### src/rtl/mux3_rr_arbiter.sv
// Round-robin arbiter sharing one 24-bit datapath between three requesters.
// Holds each grant until done or hold timeout; parks the mux on code 2'b11 when idle.
module mux3_rr_arbiter #(
    parameter int unsigned MAX_HOLD = 16
) (
    input  logic       clk_i,
    input  logic       rst_n_i,
    input  logic [2:0] req_i,
    input  logic       done_i,
    output logic [2:0] gnt_o,
    output logic [1:0] sel_o,
    output logic       start_o,
    output logic       busy_o,
    output logic       timeout_o
);

    localparam int unsigned CW = (MAX_HOLD > 0) ? $clog2(MAX_HOLD + 1) : 1;
    localparam bit          TO_EN = (MAX_HOLD > 0);
    localparam logic [CW-1:0] HOLD_MAX  = CW'(MAX_HOLD);
    localparam logic [CW-1:0] HOLD_LAST = (MAX_HOLD > 0) ? CW'(MAX_HOLD - 1) : '0;
    localparam logic [1:0]  SEL_IDLE = 2'b11;

    typedef enum logic {IDLE, GRANT} state_t;

    state_t        state_q, state_d;
    logic [2:0]    gnt_q, gnt_d;
    logic [1:0]    sel_q, sel_d;
    logic          start_q, start_d;
    logic          timeout_q, timeout_d;
    logic [CW-1:0] hold_q, hold_d;
    logic [1:0]    last_q, last_d;

    logic [2:0]    arb_req;
    logic          arb_any;
    logic [1:0]    p0, p1, p2;
    logic [1:0]    win;
    logic          timeout_hit;

    // Rotating priority order: the requester after last comes first, last comes last.
    always_comb begin
        p0 = 2'd0;
        p1 = 2'd1;
        p2 = 2'd2;
        case (last_q)
            2'd0: begin p0 = 2'd1; p1 = 2'd2; p2 = 2'd0; end
            2'd1: begin p0 = 2'd2; p1 = 2'd0; p2 = 2'd1; end
            default: begin p0 = 2'd0; p1 = 2'd1; p2 = 2'd2; end
        endcase
    end

    always_comb begin
        arb_req = (state_q == GRANT) ? (req_i & ~gnt_q) : req_i;
        arb_any = |arb_req;
        if (arb_req[p0])      win = p0;
        else if (arb_req[p1]) win = p1;
        else                  win = p2;
    end

    assign timeout_hit = TO_EN && (hold_q == HOLD_LAST);

    always_comb begin
        state_d   = state_q;
        gnt_d     = gnt_q;
        sel_d     = sel_q;
        start_d   = 1'b0;
        timeout_d = 1'b0;
        hold_d    = hold_q;
        last_d    = last_q;
        case (state_q)
            IDLE: begin
                if (arb_any) begin
                    state_d = GRANT;
                    gnt_d   = 3'b001 << win;
                    sel_d   = win;
                    start_d = 1'b1;
                    hold_d  = '0;
                    last_d  = win;
                end
            end
            GRANT: begin
                if (done_i) begin
                    // Hand straight over to another pending requester, no idle bubble.
                    if (arb_any) begin
                        gnt_d   = 3'b001 << win;
                        sel_d   = win;
                        start_d = 1'b1;
                        hold_d  = '0;
                        last_d  = win;
                    end else begin
                        state_d = IDLE;
                        gnt_d   = 3'b000;
                        sel_d   = SEL_IDLE;
                        hold_d  = '0;
                    end
                end else if (timeout_hit) begin
                    state_d   = IDLE;
                    gnt_d     = 3'b000;
                    sel_d     = SEL_IDLE;
                    timeout_d = 1'b1;
                    hold_d    = '0;
                end else if (hold_q != HOLD_MAX) begin
                    hold_d = hold_q + 1'b1;
                end
            end
            default: begin
                state_d = IDLE;
                gnt_d   = 3'b000;
                sel_d   = SEL_IDLE;
                hold_d  = '0;
            end
        endcase
    end

    always_ff @(posedge clk_i or negedge rst_n_i) begin
        if (!rst_n_i) begin
            state_q   <= IDLE;
            gnt_q     <= 3'b000;
            sel_q     <= SEL_IDLE;
            start_q   <= 1'b0;
            timeout_q <= 1'b0;
            hold_q    <= '0;
            last_q    <= 2'd2;
        end else begin
            state_q   <= state_d;
            gnt_q     <= gnt_d;
            sel_q     <= sel_d;
            start_q   <= start_d;
            timeout_q <= timeout_d;
            hold_q    <= hold_d;
            last_q    <= last_d;
        end
    end

    assign gnt_o     = gnt_q;
    assign sel_o     = sel_q;
    assign start_o   = start_q;
    assign busy_o    = (state_q == GRANT);
    assign timeout_o = timeout_q;

endmodule
### config.mk
export PLATFORM = sky130hd
export DESIGN_NAME = mux3_rr_arbiter
export DESIGN_NICKNAME = d
export VERILOG_FILES = /design/src/rtl/mux3_rr_arbiter.sv
export SDC_FILE = /design/constraint.sdc
export NUM_CORES = 1
export LEC_CHECK = 0
export ABC_AREA = 1
export BUFFER_PORTS_ARGS = -buffer_cell sky130_fd_sc_hd__buf_2
export CAP_MARGIN = 20
export CORE_AREA = 2 2 63 65
export DETAILED_ROUTE_END_ITERATION = 8
export DIE_AREA = 0 0 65 67
export PLACE_DENSITY = 0.46
export SYNTH_ARGS = -nofsm -noshare
export SYNTH_HDL_FRONTEND = slang
export SYNTH_SLANG_ARGS = --single-unit
### constraint.sdc
create_clock -name clk_i -period 2 [get_ports clk_i]
set_clock_uncertainty 0.15 [all_clocks]
set_input_delay 0.2 -clock clk_i [delete_from_list [all_inputs] [get_ports clk_i]]
set_output_delay 0.2 -clock clk_i [all_outputs]
set_load 0.01 [all_outputs]
==> flow_metrics.tcl, run 1 <==
set metrics [dict create \
    status "finished clean" \
    synth.mux.area_fraction 0 \
    io_pins 14 \
    finish.utilization 0.284 \
    synth.ff_latch_count 15 \
    worst_setup_path_start_kind "register" \
    drive_above_1_share 0.285 \
    crit_type "register to register" \
    post_drt_wl_per_cell_um 10.8 \
    synth_top_family_by_area "simple AND/OR/NAND/NOR gates" \
    grt_max_degree 16 \
    grt_first_pass_wirelength_um 3260 \
    swShare 0.409 \
    fillers 395 \
    final_nets 132 \
    drtPass1Iterations 4 \
    h-tree-depth 1 \
    power.switching_uw 503 \
    grt_pass1_vias 707 \
    die_x_um 65 \
    syn_area_per_cell_sq_um 8.02 \
    final_cell_area_sq_um 1020 \
    cp_data_required_time_ns 1.99 \
    antenna_found_initial 0 \
    reg2reg_to "hold_q[1]" \
    io_buffers 13 \
    leakage_nw 0.522 \
    slew_violations 0 \
    cts.path.max_buffers 2 \
    cp-end-kind "register" \
    combinationalPowerShare 0.389 \
    clk_latency_ns 0.25 \
    report.final.setup_viol 0 \
    crit_start "busy_o" \
    powerDensity_nw_per_um2 1200 \
    crit_path_frequent_cell "o21ai_2" \
    rsz0062_at_grt "no" \
    cts_buffers 3 \
    synthAdderAreaFrac 0.0297 \
    antenna_cells 0 \
    drt-initial-drc-count 16 \
    start_util 0.234 \
    vias 702 \
    yosysWarnings 0 \
    area_growth_pct 21.5 \
    synth_xor_area_frac 0.0208 \
    synth_nets 113 \
    overflow 0 \
    dp_hpwl_um 1430 \
    fmax_mhz 615 \
    dp_worst_setup_slack_ns 0.364 \
    fin_crit_sh 0.813 \
    ir_drop_mv 0.447 \
    syn_inst 105 \
    slew_headroom 0.727 \
    synth-compound-area-share 0.103 \
    period_needed_ns 1.63 \
    grt_usage 0.0980 \
    seq_area_frac_synth 0.450 \
    rows 22 \
    r2r_cells 7 \
    maxCapViolations 0 \
    die_area_sq_um 4360 \
    gp_congestion 0.784 \
    min_path_type "input port to register" \
    finalHoldViolCount 0 \
    worstPathArrival_ns 1.62 \
    p_clk_frac 0.203 \
    timing.setup.tns_ns 0 \
    cts_sinks 15 \
    antenna_left 0 \
    post_cts_buffers 0 \
    cts-root-buf "clkbuf_8" \
    seq_power_share 0.409 \
    cp_cell_sequence "inv_1 -> nor2_4 -> nand4_1 -> o21ai_2 -> inv_2 -> nand3_1 -> o21ai_2" \
    crit_end "hold_q[1]" \
    slowest_delay_ns 0.59 \
    clk_pin_slew_ns 0.06 \
    wirelength_um 1840 \
    hold_ws_ns 0.110 \
    tightest_slew_ns 0.410 \
    die_y_um 67 \
    drc 0 \
    r2r-start "busy_o" \
    yosysUniqueCellTypes 20 \
    placed_cell_area_sq_um 967 \
    cts_tree "built" \
    viasPerCell 4.11 \
    multiInputGateArea_sq_um 403 \
    synth_area_sq_um 842 \
    core_sq_um 3610 \
    setup_ws_ns 0.373 \
    crit_fanout 9 \
    synthSimpleGateAreaFrac 0.325 \
    seq_area_sq_um 379 \
    p_int_uw 726 \
    slowest_stage "dfrtp_1" \
    r2r_setup_slack_ns 0.37 \
]
==> worst min path at each step <==
stage / cells past startpoint / slack, ns / to / startpoint
after floorplan: 0 / -0.25 / busy_o / rst_n_i
after global routing: 4 / 0.12 / timeout_o / done_i
final: 4 / 0.11 / timeout_o / done_i
after CTS: 4 / 0.11 / timeout_o / done_i
after global placement: 1 / -0.02 / start_o / rst_n_i
after detailed placement: 1 / -0.02 / start_o / rst_n_i
==> area by class of cell <==
class | count | share of cell area
clock buffers | 3 | 0.0403
clock inverters | 1 | 0.00489
inverters | 16 | 0.0587
multi-input cells | 74 | 0.394
flip-flops and latches | 15 | 0.370
well taps | 48 | 0.0587
repair buffers | 14 | 0.0733
==> metal layers <==
| layer | wire length, um | up-vias | part of all wire | GRT usage |
|---|---|---|---|---|
| li1 | - | 367 | - | - |
| met1 | 884 | 322 | 0.48 | 0.129 |
| met2 | 878 | 9 | 0.48 | 0.160 |
| met3 | 39 | 4 | 0.021 | 0.0101 |
| met4 | 38 | 0 | 0.021 | 0.0479 |
| met5 | 0 | - | 0 | 0 |
==> cell usage in the layout, fill, tap and decap left out <==
cell / count
dfstp_2: 3
a21boi_1: 1
inv_1: 14
nand2_4: 1
nand2_2: 5
a21oi_1: 2
nor2_1: 10
ha_1: 2
o21ai_1: 3
nand4_1: 2
nand3_1: 11
a21oi_2: 1
o21ai_2: 4
clkinv_2: 1
xor2_1: 2
nand2_1: 26
nand3_4: 1
inv_2: 2
nor2_4: 1
o21ai_0: 2
dfrtp_1: 12
dlygate4sd3_1: 1
buf_2: 13
clkbuf_8: 3
==> through the flow <==
step           cells  power [mW]
3_3_place_gp     166       0.994
3_5_place_dp     166       0.989
6_report         171        1.23
2_1_floorplan    105       0.831
4_1_cts          171        1.25
5_1_grt          171        1.35
==> sequential cells by signal, indices dropped and copies added, names as in the netlist <==
register / flops
busy_o: 1
hold_q: 5
timeout_o: 1
gnt_o: 3
last_q: 2
sel_o: 2
start_o: 1
==> cell usage after synthesis <==
library cell | count | area [sq um]
a21boi_1 | 1 | 7.51
a21oi_1 | 2 | 10.0
a21oi_2 | 1 | 8.76
dfrtp_1 | 12 | 300
dfstp_2 | 3 | 78.8
ha_1 | 2 | 25.0
inv_1 | 14 | 52.6
inv_2 | 2 | 7.51
nand2_1 | 26 | 97.6
nand2_2 | 5 | 31.3
nand2_4 | 1 | 11.3
nand3_1 | 11 | 55.1
nand3_4 | 1 | 17.5
nand4_1 | 2 | 12.5
nor2_1 | 10 | 37.5
nor2_4 | 1 | 11.3
o21ai_0 | 2 | 10.0
o21ai_1 | 3 | 15.0
o21ai_2 | 4 | 35.0
xor2_1 | 2 | 17.5
==> what timing repair did <==
item / in CTS / in global routing
hold buffers: 1 / 0
resized for setup: 0 / 0
setup endpoints to repair: 0 / 0
endpoints found under the hold margin: 12 / 0
==> power groups by stage <==
stage	combinational, mW	sequential [mW]	clock, mW
after global placement	0.483	0.511	0
after CTS	0.485	0.505	0.256
final	0.478	0.503	0.249
after detailed placement	0.479	0.510	0
after floorplan	0.317	0.513	0
after global routing	0.558	0.519	0.273
==> worst max-delay path, delay by kind of cell (launching register included) <==
kind	cells	cell delay [ns]
flip-flops	1	0.59
AO/OA/AOI/OAI	2	0.16
buffers and inverters	2	0.24
AND/OR/NAND/NOR	3	0.37
==> cell families after synthesis <==
logic type / count (synthesis)
AND/OR/NAND/NOR: 57
AO/OA/AOI/OAI: 13
flip-flops: 15
XOR/XNOR: 2
adder cells (fa/ha/maj): 2
buffers and inverters: 16
(Power assumes the default switching activity.)
==> inputs of run 2 (changes only) <==
ABC_AREA = 0   (was 1)
CORE_AREA = 2 2 61 63   (was 2 2 63 65)
DIE_AREA = 0 0 63 65   (was 0 0 65 67)
PLACE_DENSITY = 0.47   (was 0.46)
clock period = 1.7 ns   (was 2 ns; I/O delays follow)
==> flow_metrics.tcl, run 2 <==
set metrics [dict create \
    tightest_slew_ns 0.362 \
    r2r_cells 3 \
    powerDensity_nw_per_um2 1310 \
    fin_crit_sh 0.970 \
    p_int_uw 872 \
    drc 0 \
    leakage_nw 0.471 \
    largest_reg_flops 5 \
    syn_inst 74 \
    dp_cells 147 \
    period_needed_ns 1.65 \
    cp-end-kind "register" \
    gp_congestion 0.810 \
    rows 22 \
    final_common_cell "buf_2" \
    antenna_left 0 \
    combinationalPowerShare 0.414 \
    swShare 0.373 \
    viasPerCell 4.41 \
    io_pins 14 \
    slew_headroom 0.758 \
    final_nets 113 \
    io_buffers 13 \
    antenna_found_initial 0 \
    overflow 0 \
    cp_data_required_time_ns 1.78 \
    status "finished clean" \
    wirelength_um 1840 \
    synth-edff-count 0 \
    core_sq_um 3500 \
    slowest_stage "or4_4" \
    r2r_setup_slack_ns 0.05 \
    clk_latency_ns 0.28 \
    crit_fanout 7 \
    cts-root-buf "clkbuf_4" \
    synth.ff_latch_count 15 \
    antenna_cells 0 \
    grt_usage 0.105 \
    cts_sinks 15 \
    cts.path.max_buffers 2 \
    yosysUniqueCellTypes 32 \
    synth_top_area_share 0.382 \
    power.switching_uw 519 \
    h-tree-depth 1 \
    finalHoldViolCount 0 \
    reg2reg_to "sel_o[1]" \
    synth_top_area_cell "dfrtp_1" \
    clk_pin_slew_ns 0.10 \
    grt_first_pass_wirelength_um 3290 \
    drive_above_1_share 0.433 \
    synth_flop_cell "dfrtp_1" \
    cts_buffers 3 \
    worst_setup_path_start_kind "register" \
    die_y_um 65 \
    r2r-start "busy_o" \
    top_register "hold_q" \
    yosys-top-cells-area "dfrtp_1 38%, dfstp_2 10%, nand2_1 4.3%" \
    post_drt_wl_per_cell_um 12.1 \
    start_util 0.225 \
    async_reset_ff_frac 1.00 \
    die_x_um 63 \
    finish.utilization 0.304 \
    cts_tree "built" \
    report.final.setup_viol 0 \
    slowest_delay_ns 0.58 \
    maxCapViolations 0 \
    post_cts_buffers 0 \
    drt-initial-drc-count 28 \
    ys_top_cells_by_count "12 x dfrtp_1, 9 x nand2_1, 5 x nand3_1, 5 x o21ai_0, 4 x nand2b_1" \
    stdcell_count 152 \
    final_cell_area_sq_um 1060 \
    synth_area_sq_um 787 \
    die_area_sq_um 4100 \
    vias 671 \
    ir_drop_mv 0.434 \
    seq_area_frac_synth 0.482 \
    p_clk_frac 0.155 \
    dp_hpwl_um 1470 \
    final_cell_mix "13 x buf_2, 12 x buf_4, 11 x dfrtp_1, 8 x nand2_1" \
    grt_max_degree 16 \
    fmax_mhz 606 \
    yosysWarnings 0 \
    placed_cell_area_sq_um 1000 \
    area_growth_pct 35.1 \
    yosys.cell_count.top_type "dfrtp_1" \
    min_path_type "input port to asynchronous set/reset pin" \
    crit_type "register to register" \
    cp_cell_sequence "or4_4 -> and2_2 -> o21a_1" \
    synth_nets 82 \
    worstPathArrival_ns 1.73 \
    seq_power_share 0.431 \
    drtPass1Iterations 4 \
    timing.setup.tns_ns 0 \
    grt_pass1_vias 688 \
    syn_area_per_cell_sq_um 10.6 \
    slew_violations 0 \
]
run 2: changes by cell type after synthesis, sizes merged, moves of 2 or more:
cell,change
a21bo,+2
inv,-14
nand2,-23
nand2b,+4
nand3,-7
nand4,-2
nor2,-7
nor3,+2
o21a,+3
o21ai,-4
o2bb2ai,+2
xor2,-2
run 2: cell families (layout without fill, tap and decap cells):
| logic type | count (synthesis) | in the layout | share of synthesized area |
|---|---|---|---|
| AO/OA/AOI/OAI | 21 | 21 | 0.229 |
| XOR/XNOR | 1 | 1 | 0.0111 |
| adder cells (fa/ha/maj) | 2 | 2 | 0.0318 |
| buffers and inverters | 2 | 32 | 0.00954 |
| flip-flops | 15 | 15 | 0.482 |
| multiplexers | 1 | 1 | 0.0143 |
| AND/OR/NAND/NOR | 32 | 32 | 0.223 |
run 2: cell type report:
cell class              instances  area, sq um
inverters                       2         7.51
flip-flops and latches         15          380
fillers                       377         2430
clock inverters                 1         5.00
well taps                      48         60.1
multi-input cells              57          423
clock buffers                   3         22.5
repair buffers                 26          165
run 2: worst max-delay path, delay by kind of cell, from the launching register on:
family / cells / cell delay [ns]
simple gates: 2 / 0.82
flops: 1 / 0.45
compound gates: 1 / 0.17
run 2: per-stage QoR:
step / hold slack (ns) / setup slack (ns) / power, mW
floorplan: -0.276 / 0.0475 / 0.917
global placement: -0.0492 / 0.0485 / 1.15
detailed placement: -0.0489 / 0.0149 / 1.15
CTS: 0.161 / 0.0407 / 1.39
global route: 0.184 / -0.00290 / 1.51
finish: 0.159 / 0.0506 / 1.39
run 2: worst max path at each step:
stage,from,end,cells past startpoint
after CTS,busy_o,sel_o[1],3
after floorplan,busy_o,sel_o[1],3
after detailed placement,busy_o,gnt_o[1],5
after global routing,hold_q[1],hold_q[0],7
final,busy_o,sel_o[1],3
after global placement,busy_o,gnt_o[1],5
run 2: routing by layer:
metal	vias up	part of all wire	GRT usage
met5	-	0	0
met4	0	0.015	0.0500
met3	2	0.053	0.0382
met2	17	0.42	0.152
met1	316	0.51	0.139
li1	336	-	-
run 2: power groups by stage:
stage	registers (mW)	clock network [mW]	logic, mW
floorplan	0.617	0	0.300
CTS	0.592	0.220	0.578
finish	0.600	0.215	0.576
global route	0.626	0.242	0.643
detailed placement	0.594	0	0.560
global placement	0.596	0	0.556
run 2: repair_timing:
action,in CTS,in global routing
hold buffers,1,0
gates resized for setup,2,3
endpoints found under the hold margin,15,0
pin swaps,0,0
endpoints found under the setup margin,1,4
